===== config.mk =====
export PLATFORM = sky130hd
export DESIGN_NAME = gpo_flat
export DESIGN_NICKNAME = d
export VERILOG_FILES = /design/src/rtl/gpo_if.sv /design/src/rtl/gpo.sv /design/src/flat_wrapper.sv
export SDC_FILE = /design/constraint.sdc
export NUM_CORES = 1
export LEC_CHECK = 0
export CAP_MARGIN = 20
export CORE_UTILIZATION = 45
export DETAILED_ROUTE_END_ITERATION = 10
export PLACE_DENSITY = 0.67
export SLEW_MARGIN = 20
export SYNTH_ARGS = -nofsm -noshare
export SYNTH_HDL_FRONTEND = slang
export SYNTH_SLANG_ARGS = --single-unit

===== constraint.sdc =====
create_clock -name clk -period 4.1 [get_ports clk]
set_clock_uncertainty 0.1 [all_clocks]
set_input_delay 1.23 -clock clk [delete_from_list [all_inputs] [get_ports clk]]
set_output_delay 1.23 -clock clk [all_outputs]
set_load 0.02 [all_outputs]

===== src/rtl/gpo_if.sv =====
// CSR bus bundle shared by the bus master and the gpo slave.
// csr_we is a single-cycle strobe that the slave always accepts (implicit ready); csr_do is valid one cycle after csr_a.
interface gpo_if;
  logic [4:0] csr_a;
  logic [7:0] csr_di;
  logic       csr_we;
  logic [7:0] csr_do;

  modport master (
    output csr_a,
    output csr_di,
    output csr_we,
    input  csr_do
  );

  modport slave (
    input  csr_a,
    input  csr_di,
    input  csr_we,
    output csr_do
  );
endinterface


===== src/rtl/gpo.sv =====
// General-purpose outputs: static level register plus timed self-clearing pulses
// that invert the level of selected outputs for DURATION*PRESCALE clk cycles.
module gpo #(
  parameter logic [4:0] BASE_ADDR = 5'd0,
  parameter int         NUM_GPIOS = 8,
  parameter int         PRESCALE  = 32,
  parameter logic [7:0] OUT_RESET = 8'h00
) (
  input  logic                 clk,
  input  logic                 rst_n,
  gpo_if.slave                 csr,
  output logic [NUM_GPIOS-1:0] out,
  output logic                 dbg_state
);

  localparam int         PW         = (PRESCALE > 1) ? $clog2(PRESCALE) : 1;
  localparam logic [PW-1:0] PRESC_MAX = PW'(PRESCALE - 1);
  localparam logic [4:0] PULSE_ADDR = BASE_ADDR + 5'd1;
  localparam logic [4:0] DUR_ADDR   = BASE_ADDR + 5'd2;

  typedef enum logic {IDLE = 1'b0, BUSY = 1'b1} state_e;

  state_e                 state, state_n;
  logic [NUM_GPIOS-1:0]   out_reg, out_reg_n;
  logic [NUM_GPIOS-1:0]   pulse_act, pulse_n;
  logic [7:0]             duration, duration_n;
  logic [PW-1:0]          presc, presc_n;
  logic [7:0]             ticks, ticks_n;
  logic [7:0]             rd_data;

  logic                   wr_out, wr_pulse, wr_dur;
  logic [NUM_GPIOS-1:0]   wr_bits;
  logic                   start, wrap, expire;

  assign wr_out   = csr.csr_we && (csr.csr_a == BASE_ADDR);
  assign wr_pulse = csr.csr_we && (csr.csr_a == PULSE_ADDR);
  assign wr_dur   = csr.csr_we && (csr.csr_a == DUR_ADDR);
  assign wr_bits  = csr.csr_di[NUM_GPIOS-1:0];

  // A start needs both nonzero bits and a nonzero duration; it outranks expiry.
  assign start  = wr_pulse && (|wr_bits) && (duration != 8'd0);
  assign wrap   = (state == BUSY) && (presc == PRESC_MAX);
  assign expire = wrap && (ticks == 8'd1);

  always_comb begin
    out_reg_n  = wr_out ? wr_bits : out_reg;
    duration_n = wr_dur ? csr.csr_di : duration;
    state_n    = state;
    pulse_n    = pulse_act;
    presc_n    = presc;
    ticks_n    = ticks;
    if (start) begin
      state_n = BUSY;
      pulse_n = pulse_act | wr_bits;
      presc_n = '0;
      ticks_n = duration;
    end else if (state == BUSY) begin
      if (expire) begin
        state_n = IDLE;
        pulse_n = '0;
        presc_n = '0;
        ticks_n = 8'd0;
      end else if (wrap) begin
        presc_n = '0;
        ticks_n = ticks - 8'd1;
      end else begin
        presc_n = presc + PW'(1);
      end
    end else begin
      pulse_n = '0;
      presc_n = '0;
      ticks_n = 8'd0;
    end
  end

  // Read mux sees the pre-write register values, so read-after-write returns old data.
  always_comb begin
    rd_data = 8'h00;
    if (csr.csr_a == BASE_ADDR) begin
      rd_data[NUM_GPIOS-1:0] = out_reg;
    end else if (csr.csr_a == PULSE_ADDR) begin
      rd_data[NUM_GPIOS-1:0] = pulse_act;
    end else if (csr.csr_a == DUR_ADDR) begin
      rd_data = duration;
    end
  end

  always_ff @(posedge clk or negedge rst_n) begin
    if (!rst_n) begin
      state      <= IDLE;
      out_reg    <= OUT_RESET[NUM_GPIOS-1:0];
      pulse_act  <= '0;
      duration   <= 8'h00;
      presc      <= '0;
      ticks      <= 8'd0;
      out        <= OUT_RESET[NUM_GPIOS-1:0];
      csr.csr_do <= 8'h00;
    end else begin
      state      <= state_n;
      out_reg    <= out_reg_n;
      pulse_act  <= pulse_n;
      duration   <= duration_n;
      presc      <= presc_n;
      ticks      <= ticks_n;
      out        <= out_reg_n ^ pulse_n;
      csr.csr_do <= rd_data;
    end
  end

  assign dbg_state = state;

endmodule


===== src/flat_wrapper.sv =====
// flat-port wrapper written by rule: the top's interface ports become plain ports
module gpo_flat 
#(
  parameter logic [4:0] BASE_ADDR = 5'd0,
  parameter int         NUM_GPIOS = 8,
  parameter int         PRESCALE  = 32,
  parameter logic [7:0] OUT_RESET = 8'h00
)
  (clk, rst_n, out, dbg_state, csr_csr_a, csr_csr_di, csr_csr_we, csr_csr_do);
  gpo_if csr_i ();
  input  logic clk;
  input  logic rst_n;
  output logic [NUM_GPIOS-1:0] out;
  output logic dbg_state;
  input wire logic [$bits(csr_i.csr_a)-1:0] csr_csr_a;
  input wire logic [$bits(csr_i.csr_di)-1:0] csr_csr_di;
  input wire logic [$bits(csr_i.csr_we)-1:0] csr_csr_we;
  output wire logic [$bits(csr_i.csr_do)-1:0] csr_csr_do;
  assign csr_i.csr_a = csr_csr_a;
  assign csr_i.csr_di = csr_csr_di;
  assign csr_i.csr_we = csr_csr_we;
  assign csr_csr_do = csr_i.csr_do;
  gpo #(.BASE_ADDR(BASE_ADDR), .NUM_GPIOS(NUM_GPIOS), .PRESCALE(PRESCALE), .OUT_RESET(OUT_RESET)) u_core (.clk(clk), .rst_n(rst_n), .csr(csr_i), .out(out), .dbg_state(dbg_state));
endmodule

==> metrics.md <==
| Metric | Value |
|---|---|
| Max reg flops | `16` |
| H-tree Lvls | `2` |
| Final worst path period share | `84.1%` |
| First-pass iteration count of the detailed router | `4` |
| Min-delay worst type | `flip-flop to flip-flop` |
| Max_cap viols | `0` |
| Final GP Congestion | `0.858` |
| Yosys Warn Count | `0` |
| Clk sink count | `54` |
| Sequential fraction of the synthesis area | `between 40% and 50%` |
| Final wirelength | `6330 um` |
| Clock Root Buffer | `clkbuf_8` |
| Startpoint types | `input pin` |
| Fraction of layout cells with a size suffix above 1 | `9.32%` |
| Mean Syn Cell Area | `9.86 sq um` |
| Worst skew pair latency | `0.30 ns` |
| Slowest stage delay, CP | `0.70 ns` |
| FILL cells | `530` |
| First-pass GRT wire length | `10200 um` |
| Hold Fails Final Rpt | `0` |
| Via count | `roughly 2200` |
| Initial antenna violation count | `0` |
| Post-DP HPWL | `around 4400 um` |
| Clock buffer depth | `2` |
| Die ar. | `0.00643 sq mm` |
| Slew Viols, Final | `0` |
| Crit-path cells | `clkdlybuf4s50_1, or3_1, a211oi_2, and2_1, a22oi_1, o311ai_1` |
| GR Overflow Total | `0` |
| Final setup vio count | `0` |
| Slew Limit Headroom | `34.4%` |
| CORE AREA | `0.00592 sq mm` |
| Mapped Cells | `279` |
| Drt via density | `slightly below 6` |
| Required time of the critical path | `4.20 ns` |
| Setup TNS | `0 ns` |
| Area Overhead vs Synth | `17.8%` |
| ANT cells | `0` |
| Reg clk slew, reported paths | `about 0.09 ns` |
| #FFs+latches synth | `54` |
| Commonest non-fill, non-tap cell in the layout | `dfrtp_1` |
| Die width | `80.2 um` |
| Yosys cell types | `44` |
| CTS Hold Bufs | `0` |
| Drt drc | `0` |
| Initial core utilization | `approximately 46%` |
| Leak | `between 1 and 1.5 nW` |
| RSZ-0062 raised after global routing | `no` |
| Initial DRC count | `164` |
| Outcome | `finished clean` |
| Total Power Consumption | `1.51 mW` |
| Crit end category | `flip-flop` |
| CTS tree | `yes` |
| Power density over the cells | `466 mW/mm^2` |
| Peak VDD IR | `0.000259 V` |
| EDFF count, synth | `0` |
| Die Y | `between 80 and 90 um` |
| Antenna viol nets, final | `0` |
| Top FF cell, synth | `dfrtp_1` |
| Critical path class | `input pin to flip-flop` |
| Final min period | `3.45 ns` |
| GRT Overall Usage | `21.2%` |
| Post-CTS sizing | `0` |
| # Post-CTS Setup Buffers | `0` |
| Max Fclk | `290 MHz` |
| TritonCTS buffer count | `5` |
| WL/cell | `16.4 um` |
| Most frequent cells in the layout | `dfrtp_1 (54), clkdlybuf4s50_1 (31), inv_1 (29), nor2_1 (25), a21oi_1 (18)` |
| Fin nets | `330` |
| Max FO, Critical Path | `24` |
| FP Rows | `28` |
| Count of boundary I/O pins | `33` |
| Netlist Area Pre-Place | `0.00275 sq mm` |
| Port bufs | `32` |
| CP arrival | `~3.6 ns` |
| Post-synth ARST share | `100%` |
| Slowest-stage cell, CP | `and2_1` |
| Syn Nets | `299` |
| Worst slew pin tran | `0.985 ns` |
| Vias in the first global route | `2100` |
| Largest net degree at the start of global routing | `36` |
worst max-delay path, delay by kind of cell:
family	cells	cell delay [ns]
AO/OA/AOI/OAI	3	0.78
buffers and inverters	1	0.41
AND/OR/NAND/NOR	2	1.12
power by group:
group / switching (mW) / total [mW] / leakage, nW / internal [mW]
clock network: 0.166 / 0.303 / 0.0482 / 0.137
logic: 0.211 / 0.422 / 0.708 / 0.211
registers: 0.117 / 0.786 / 0.668 / 0.669
kinds of logic after synthesis:
kind of cell,synth area share (%)
multiplexers,6.14
flip-flops,49.1
buffers and inverters,7.09
adder cells (fa/ha/maj),1.82
AND/OR/NAND/NOR,16.5
AO/OA/AOI/OAI,18.7
XOR/XNOR,0.637
area by class of cell:
type	count	area, sq um	share of cell area (%)
clock buffers	7	86.3	2.66
clock inverters	1	5.00	0.154
inverters	29	109	3.36
multi-input cells	178	1200	37.2
flip-flops and latches	54	1350	41.7
well taps	75	93.8	2.90
repair buffers	42	390	12.0
synth_stat cells, types with 3 or more instances:
library cell / instances / area, sq um
or4_1: 10 / 75.1
buf_2: 9 / 45.0
nand2_1: 14 / 52.6
a31oi_1: 9 / 56.3
nor2_1: 25 / 93.8
o32ai_1: 7 / 61.3
mux2_2: 7 / 78.8
nor4_1: 5 / 31.3
dfrtp_1: 54 / 1350
clkbuf_1: 6 / 22.5
o31ai_1: 3 / 22.5
o311ai_1: 8 / 70.1
inv_1: 29 / 109
o21ai_0: 12 / 60.1
ha_1: 4 / 50.1
a22oi_1: 8 / 60.1
and4_1: 8 / 70.1
a21oi_1: 18 / 90.1
nor3_1: 4 / 20.0
mux2i_1: 9 / 90.1
per-layer routing:
layer	up-vias	global-route usage (%)	part of all wire (%)
li1	1086	-	-
met1	1088	29.3	47
met2	53	34.1	48
met3	7	3.52	4.6
met4	0	6.43	0.84
met5	-	0	0
per-stage QoR:
step | hold slack (ns) | instance area [sq um] | util, % | std cells | setup WS [ns]
2_1_floorplan | 0.333 | 2750 | - | 279 | 1.18
3_3_place_gp | 0.357 | 3150 | 53.2 | 378 | 0.364
3_5_place_dp | 0.351 | 3150 | 53.2 | 378 | 0.293
4_1_cts | 0.364 | 3240 | 54.7 | 386 | 0.608
5_1_grt | 0.373 | 3240 | 54.7 | 386 | 0.398
6_report | 0.358 | 3240 | 54.7 | 386 | 0.653
worst paths after layout:
| kind | slack [ns] | to | depth (start not counted) | start |
|---|---|---|---|---|
| max | 0.65 | u_core.out[6] | 6 | csr_csr_a[4] |
| min | 0.36 | u_core.presc[0] | 1 | u_core.presc[0] |
| max reg2reg | 1.00 | u_core.out[6] | 8 | u_core.presc[0] |
| min reg2reg | 0.36 | u_core.presc[0] | 1 | u_core.presc[0] |
| max in group asynchronous | 2.24 | u_core.presc[1] | 2 | rst_n |
| min in group asynchronous | 0.89 | u_core.out_reg[4] | 1 | rst_n |
Note: power is estimated with default switching activity, not from simulation.
==> RTL edit 1 (same flow settings) <==
Remove the register `out`: a continuous assignment takes its place, so the output `out` follows one clock earlier.
--- a/src/rtl/gpo.sv
+++ b/src/rtl/gpo.sv
@@ -93,7 +93,6 @@
       duration   <= 8'h00;
       presc      <= '0;
       ticks      <= 8'd0;
-      out        <= OUT_RESET[NUM_GPIOS-1:0];
       csr.csr_do <= 8'h00;
     end else begin
       state      <= state_n;
@@ -102,10 +101,11 @@
       duration   <= duration_n;
       presc      <= presc_n;
       ticks      <= ticks_n;
-      out        <= out_reg_n ^ pulse_n;
       csr.csr_do <= rd_data;
     end
   end
+
+  assign out = out_reg_n ^ pulse_n;
 
   assign dbg_state = state;
 
Behaviour: not the same (Yosys sat finds a counterexample within 4 cycles, from zero or initial values and one cycle with rst_n low).
==> RTL edit 1 against the original RTL <==
- the run now ends with setup timing left
- setup slack lost 0.83 ns
- count of clock-buffer cells in the layout shrank 1
- final area grew 11%
- critical path depth grew 1
- hold slack gained 0.079 ns
- sequential cell count shrank 8
- power grew 13%
- area after synthesis shrank 7.6%
- wire length grew 15%
- largest cell class is now multi-input gates
==> RTL edit 1: results (changes against the original RTL) <==
Yosys
  – Asr flop ratio synth: 1.00 (unchanged)
  – YS warnings: 0 (unchanged)
  – Synth cell count leaders: dfrtp_1 (46), nor2_1 (36), a21oi_1 (23)
  – Mapped Nets: 287 (-4.0%)
  – Yosys cell types: 45 (+2.3%)
  – Synth top area cells: dfrtp_1 (45%), nor2_1 (5.3%), a21oi_1 (4.5%), mux2i_1 (3.5%), a311o_1 (3.1%)
  – Part of the Yosys area used for sequential elements: 0.453 (-0.0384)

Outcome
  – Failing checks: setup timing
  – Outcome: finished, violations left

Routing
  – Drt pass-1 iters: 4 (unchanged)
  – DR iter-0 viols: 209 (+27%)
  – Via-to-Cell Ratio: 5.82 (+0.53%)
  – Routed wire length per instance: 17.2 um (+4.9%)

Placement
  – Port bufs: 32 (unchanged)
  – HPWL Detailed: 4.75 mm (+8.8%)
  – RePlAce Congestion: 0.853 (-0.65%)

Timing
  – Final Hold Viols: 0 (unchanged)
  – Finish-stage setup viols: 8 (+8)
  – Post-route setup slack: -0.173 ns (-0.826 ns)
  – Worst Tran Pin Value: 0.754 ns (-0.230 ns)

Pwr
  – Peak VDD IR: 0.276 mV (+6.4%)
  – Lkg Pwr: 1.59 nW (+12%)
  – Switching power: 0.612 mW (+24%)

Global route
  – Gr usage total: 0.250 (+0.0381)
  – Largest net degree at the start of global routing: 47 (+31%)
  – First-pass GRT wire length: 11.7 mm (+15%)
  – Antenna violations before repair: 0 (unchanged)
  – Number of global-route vias before repair: 2368 (+13%)

Hold path
  – Worst Hold Class: flip-flop to flip-flop

Layout
  – Ratio of cells with drive above 1 in the final layout: 0.348 (+0.254)
  – Fillers: 469 (-12%)
  – Nets@finish: 370 (+12%)
  – N_diodes: 0 (unchanged)

CTS
  – Root buffer cell: clkbuf_8
  – Clk buf depth: 2 (unchanged)
  – Clock transition at path regs: 0.09 ns (about the same)
  – CTS Buf Count: 5 (unchanged)
  – Skew-Pair Late Insertion Delay: 0.30 ns (about the same)
  – Max H-tree Level: 2 (unchanged)

Critical path
  – Crit path arrival time: 2.94 ns (-0.61 ns)
  – Crit Path Max Fanout: 6 (-75%)
## RTL edit 1: cell types whose count changed after synthesis, moves of 8 or more
cell,unedited run,this run
o311ai_1,8,0
nand3_1,1,11
nor2_1,25,36
dfrtp_1,54,46
nand3b_1,0,8
inv_1,29,5
a311o_1,0,8
a22oi_1,8,0
or4_1,10,0
a21o_1,0,9
and4_1,8,0
## RTL edit 1: cell families after synthesis
family,after synthesis,synth area share
mux,16,0.0664
buf+inv,18,0.0354
compound gates,72,0.195
xor+xnor,2,0.00689
flops,46,0.453
fa+ha+maj,4,0.0197
simple gates,109,0.224
## RTL edit 1: path summary, 6_finish.rpt
kind	endpoint	slack (ns)	startpoint	cells past startpoint
worst max-delay path	out[4]	-0.17	csr_csr_a[3]	7
worst min register to register	u_core.presc[0]$_DFF_PN0_	0.44	u_core.presc[0]$_DFF_PN0_	2
min in group asynchronous	u_core.ticks[0]$_DFFE_PN0P_	0.82	rst_n	1
worst min-delay path	u_core.presc[0]$_DFF_PN0_	0.44	u_core.presc[0]$_DFF_PN0_	2
worst max register to register	u_core.pulse_act[2]$_DFF_PN0_	1.68	u_core.presc[0]$_DFF_PN0_	10
max in group asynchronous	u_core.csr.csr_do[7]$_DFF_PN0_	2.67	rst_n	1
## RTL edit 1: layout make-up
type	count	area share
multi-input cells	205	0.413
flip-flops and latches	46	0.320
repair buffers	87	0.210
well taps	72	0.0250
clock buffers	6	0.0230
inverters	5	0.00522
clock inverters	2	0.00348
## RTL edit 1: worst max-delay path, cell delays in order
cell and delay (ns):
buf_6 0.09, or4_4 0.58, or2_4 0.32, a21oi_1 0.18, a2111oi_2 0.06, a311o_1 0.31
buf_2 0.16
## RTL edit 1: metal layers
layer	part of all wire	routed length (um)	global-route usage
met4	0.020	149	0.0943
met5	0	0	0
met2	0.48	3520	0.388
met3	0.068	497	0.0464
met1	0.43	3120	0.344
## RTL edit 1: stage by stage
step	util	cell area, um^2	setup TNS, ns	setup WS, ns	cells
after floorplan	-	2550	-0.0559	-0.0140	267
after global placement	0.606	3320	-7.39	-0.974	410
after detailed placement	0.606	3320	-7.59	-1.02	410
after CTS	0.640	3500	-0.972	-0.151	423
after global routing	0.657	3600	-1.43	-0.241	423
final	0.657	3600	-1.10	-0.173	423
## RTL edit 1: power groups by stage
| stage | Combinational [mW] | Sequential (mW) | Clock (mW) |
|---|---|---|---|
| after CTS | 0.695 | 0.688 | 0.303 |
| after global placement | 0.659 | 0.689 | 0 |
| after detailed placement | 0.674 | 0.694 | 0 |
| after floorplan | 0.379 | 0.680 | 0 |
| final | 0.711 | 0.699 | 0.297 |
| after global routing | 0.780 | 0.717 | 0.317 |
## RTL edit 1: repair_timing
action	4_1_cts	5_1_grt
pin swaps	23	10
buffers inserted	4	0
resized for setup	102	21
endpoints found under the setup margin	8	8
gates cloned	2	0
==> RTL edit 2 (same flow settings) <==
Without the edit above. `PRESCALE` is set to 32 in 2 places; all go to 64.
--- a/src/rtl/gpo.sv
+++ b/src/rtl/gpo.sv
@@ -3,7 +3,7 @@
 module gpo #(
   parameter logic [4:0] BASE_ADDR = 5'd0,
   parameter int         NUM_GPIOS = 8,
-  parameter int         PRESCALE  = 32,
+  parameter int         PRESCALE  = 64,
   parameter logic [7:0] OUT_RESET = 8'h00
 ) (
   input  logic                 clk,
--- a/src/flat_wrapper.sv
+++ b/src/flat_wrapper.sv
@@ -3,7 +3,7 @@
 #(
   parameter logic [4:0] BASE_ADDR = 5'd0,
   parameter int         NUM_GPIOS = 8,
-  parameter int         PRESCALE  = 32,
+  parameter int         PRESCALE  = 64,
   parameter logic [7:0] OUT_RESET = 8'h00
 )
   (clk, rst_n, out, dbg_state, csr_csr_a, csr_csr_di, csr_csr_we, csr_csr_do);
Check against the original RTL: same outputs for any inputs over 4 cycles, from zero or initial values and one cycle with rst_n low; that may be too few to reach the edited logic, so the function may still have changed.
==> RTL edit 2 against the original RTL <==
- wire length rose by 11%
- global-route usage grew 0.96 points
- combinational power rose by 3%
- power down 3.6%
- setup slack improved by 0.21 ns
- non-clock buffer count grew 5
- hold slack improved by 0.019 ns
- critical endpoint is now u_core.out[5]$_DFF_PN0_
- sequential power decreased by 9.9%
- cell count up 9.3%
- area after synthesis rose by 5.8%
- via count increased by 9.9%
- final area rose by 6.3%
- core utilization is 1.8 points higher
- sequential cell count grew 1
==> RTL edit 2: results (changes against the original RTL) <==
Outcome
  – Outcome: complete, no violations

Yosys
  – Mapped Nets: 329 (+10%)
  – Yosys cell types: 44 (unchanged)
  – Count leader, synth: nand2_1
  – YS warnings: 0 (unchanged)
  – Synth cell count leaders: nand2_1 (58), dfrtp_1 (55), o21ai_0 (26)
  – Most used DFF post-synth: dfrtp_1
  – Part of the Yosys area used for sequential elements: 0.473 (-0.0184)
  – Synth top area cells: dfrtp_1 (47%), nand2_1 (7.5%), o21ai_0 (4.5%), nor2_1 (3.2%), mux2i_1 (3.1%)
  – Asr flop ratio synth: 1.00 (unchanged)
  – Avg Cell Area, Syn: 9.39 um^2 (-4.8%)

Global route
  – Largest net degree at the start of global routing: 42 (+17%)
  – First-pass GRT wire length: 11.1 mm (+8.6%)
  – Gr usage total: 0.222 (+0.00964)
  – Number of global-route vias before repair: 2297 (+9.4%)
  – Antenna violations before repair: 0 (unchanged)

CTS
  – Post-CTS Setup Inserts: 0 (unchanged)
  – CTS Buf Count: 5 (unchanged)
  – Clk buf depth: 2 (unchanged)
  – Max H-tree Level: 2 (unchanged)
  – Skew-Pair Late Insertion Delay: 0.31 ns
  – Clock transition at path regs: 0.09 ns (about the same)
  – Root buffer cell: clkbuf_8
  – Post-cts sizing count: 0 (unchanged)

Placement
  – Placed cell count: 414 (+9.5%)
  – Placed cell area: 0.00335 mm^2 (+6.4%)
  – Dpl ws: 0.543 ns (+0.250 ns)
  – HPWL Detailed: 4.95 mm (+13%)
  – RePlAce Congestion: 0.807 (-6.0%)
  – Port bufs: 32 (unchanged)

Critical path
  – Register-to-register setup slack: 1.45 ns (+0.45 ns)
  – R2r endpoint: u_core.out[5]$_DFF_PN0_
  – Crit Path Max Fanout: 15 (-38%)
  – Crit path arrival time: 3.39 ns (-0.16 ns)
  – FF-to-FF Start: u_core.ticks[1]$_DFFE_PN0P_
  – Worst R2R Path Depth: 8 (unchanged)

Timing
  – Worst Tran Pin Value: 0.933 ns (-0.0515 ns)
  – Hold slack: 0.376 ns (+0.0186 ns)

Pwr
  – Peak VDD IR: 0.230 mV (-11%)
  – Sw frac: 0.336 (+0.00933)
  – Lkg Pwr: 1.48 nW (+3.8%)

Routing
  – DR iter-0 viols: 173 (+5.5%)
  – Vias: 2455 (+9.9%)
  – Routed wire length per instance: 16.6 um (+1.4%)
  – Drt pass-1 iters: 5 (+1)

Layout
  – Max reg flops: 16 (unchanged)
  – Non-Filler Instances: 422 (+9.3%)
  – Ratio of cells with drive above 1 in the final layout: 0.110 (+0.0163)
  – End-of-flow core utilization: 0.565 (+0.0177)
  – Nets@finish: 365 (+11%)
  – N_diodes: 0 (unchanged)
  – Fillers: 572 (+7.9%)

Hold path
  – Hold depth: 1 (unchanged)
  – Worst Hold Class: flip-flop to flip-flop
  – Beginning of the worst hold path: u_core.presc[0]$_DFF_PN0_
  – Hold Path End: u_core.presc[0]$_DFF_PN0_
-- RTL edit 2: kinds of logic after synthesis --
family / after synthesis / synth area share
AO/OA/AOI/OAI: 86 / 0.224
XOR/XNOR: 4 / 0.0120
adder cells (fa/ha/maj): 3 / 0.0129
buffers and inverters: 32 / 0.0468
flip-flops: 55 / 0.473
multiplexers: 16 / 0.0580
AND/OR/NAND/NOR: 114 / 0.174
-- RTL edit 2: layer usage --
metal / vias up / share of wire / global-route usage
met4: 0 / 0.018 / 0.0965
met5: - / 0 / 0
met3: 14 / 0.040 / 0.0319
li1: 1191 / - / -
met2: 61 / 0.47 / 0.348
met1: 1189 / 0.47 / 0.304
-- RTL edit 2: worst max path at each step --
stage	from	end	slack, ns	depth (start not counted)
global placement	csr_csr_a[0]	u_core.out[6]$_DFF_PN0_	0.60	7
CTS	csr_csr_di[2]	u_core.out[5]$_DFF_PN0_	0.87	7
detailed placement	csr_csr_di[2]	u_core.out[5]$_DFF_PN0_	0.54	7
finish	csr_csr_di[2]	u_core.out[5]$_DFF_PN0_	0.86	7
floorplan	csr_csr_a[0]	u_core.out[4]$_DFF_PN0_	1.06	6
global route	csr_csr_di[2]	u_core.out[5]$_DFF_PN0_	0.78	7
-- RTL edit 2: power by group through the flow --
stage | Clock (mW) | Combinational [mW] | Sequential [mW]
2_1_floorplan | 0 | 0.288 | 0.717
3_3_place_gp | 0 | 0.427 | 0.715
3_5_place_dp | 0 | 0.435 | 0.718
4_1_cts | 0.327 | 0.437 | 0.707
5_1_grt | 0.340 | 0.483 | 0.721
6_report | 0.312 | 0.435 | 0.708
-- RTL edit 2: critical path: stages --
cell	delay [ns]
clkdlybuf4s50_1	0.58
nor4_1	0.40
a21boi_1	0.25
a21oi_4	0.30
buf_4	0.26
a2bb2oi_1	0.19
o2111a_1	0.18
-- RTL edit 2: final cells by class --
cell class,count,share of cell area
clock buffer,7,0.0251
clock inverter,1,0.00254
inverter,14,0.0153
multi-input combinational,223,0.406
sequential,55,0.400
tap,75,0.0272
timing repair buffer,47,0.124
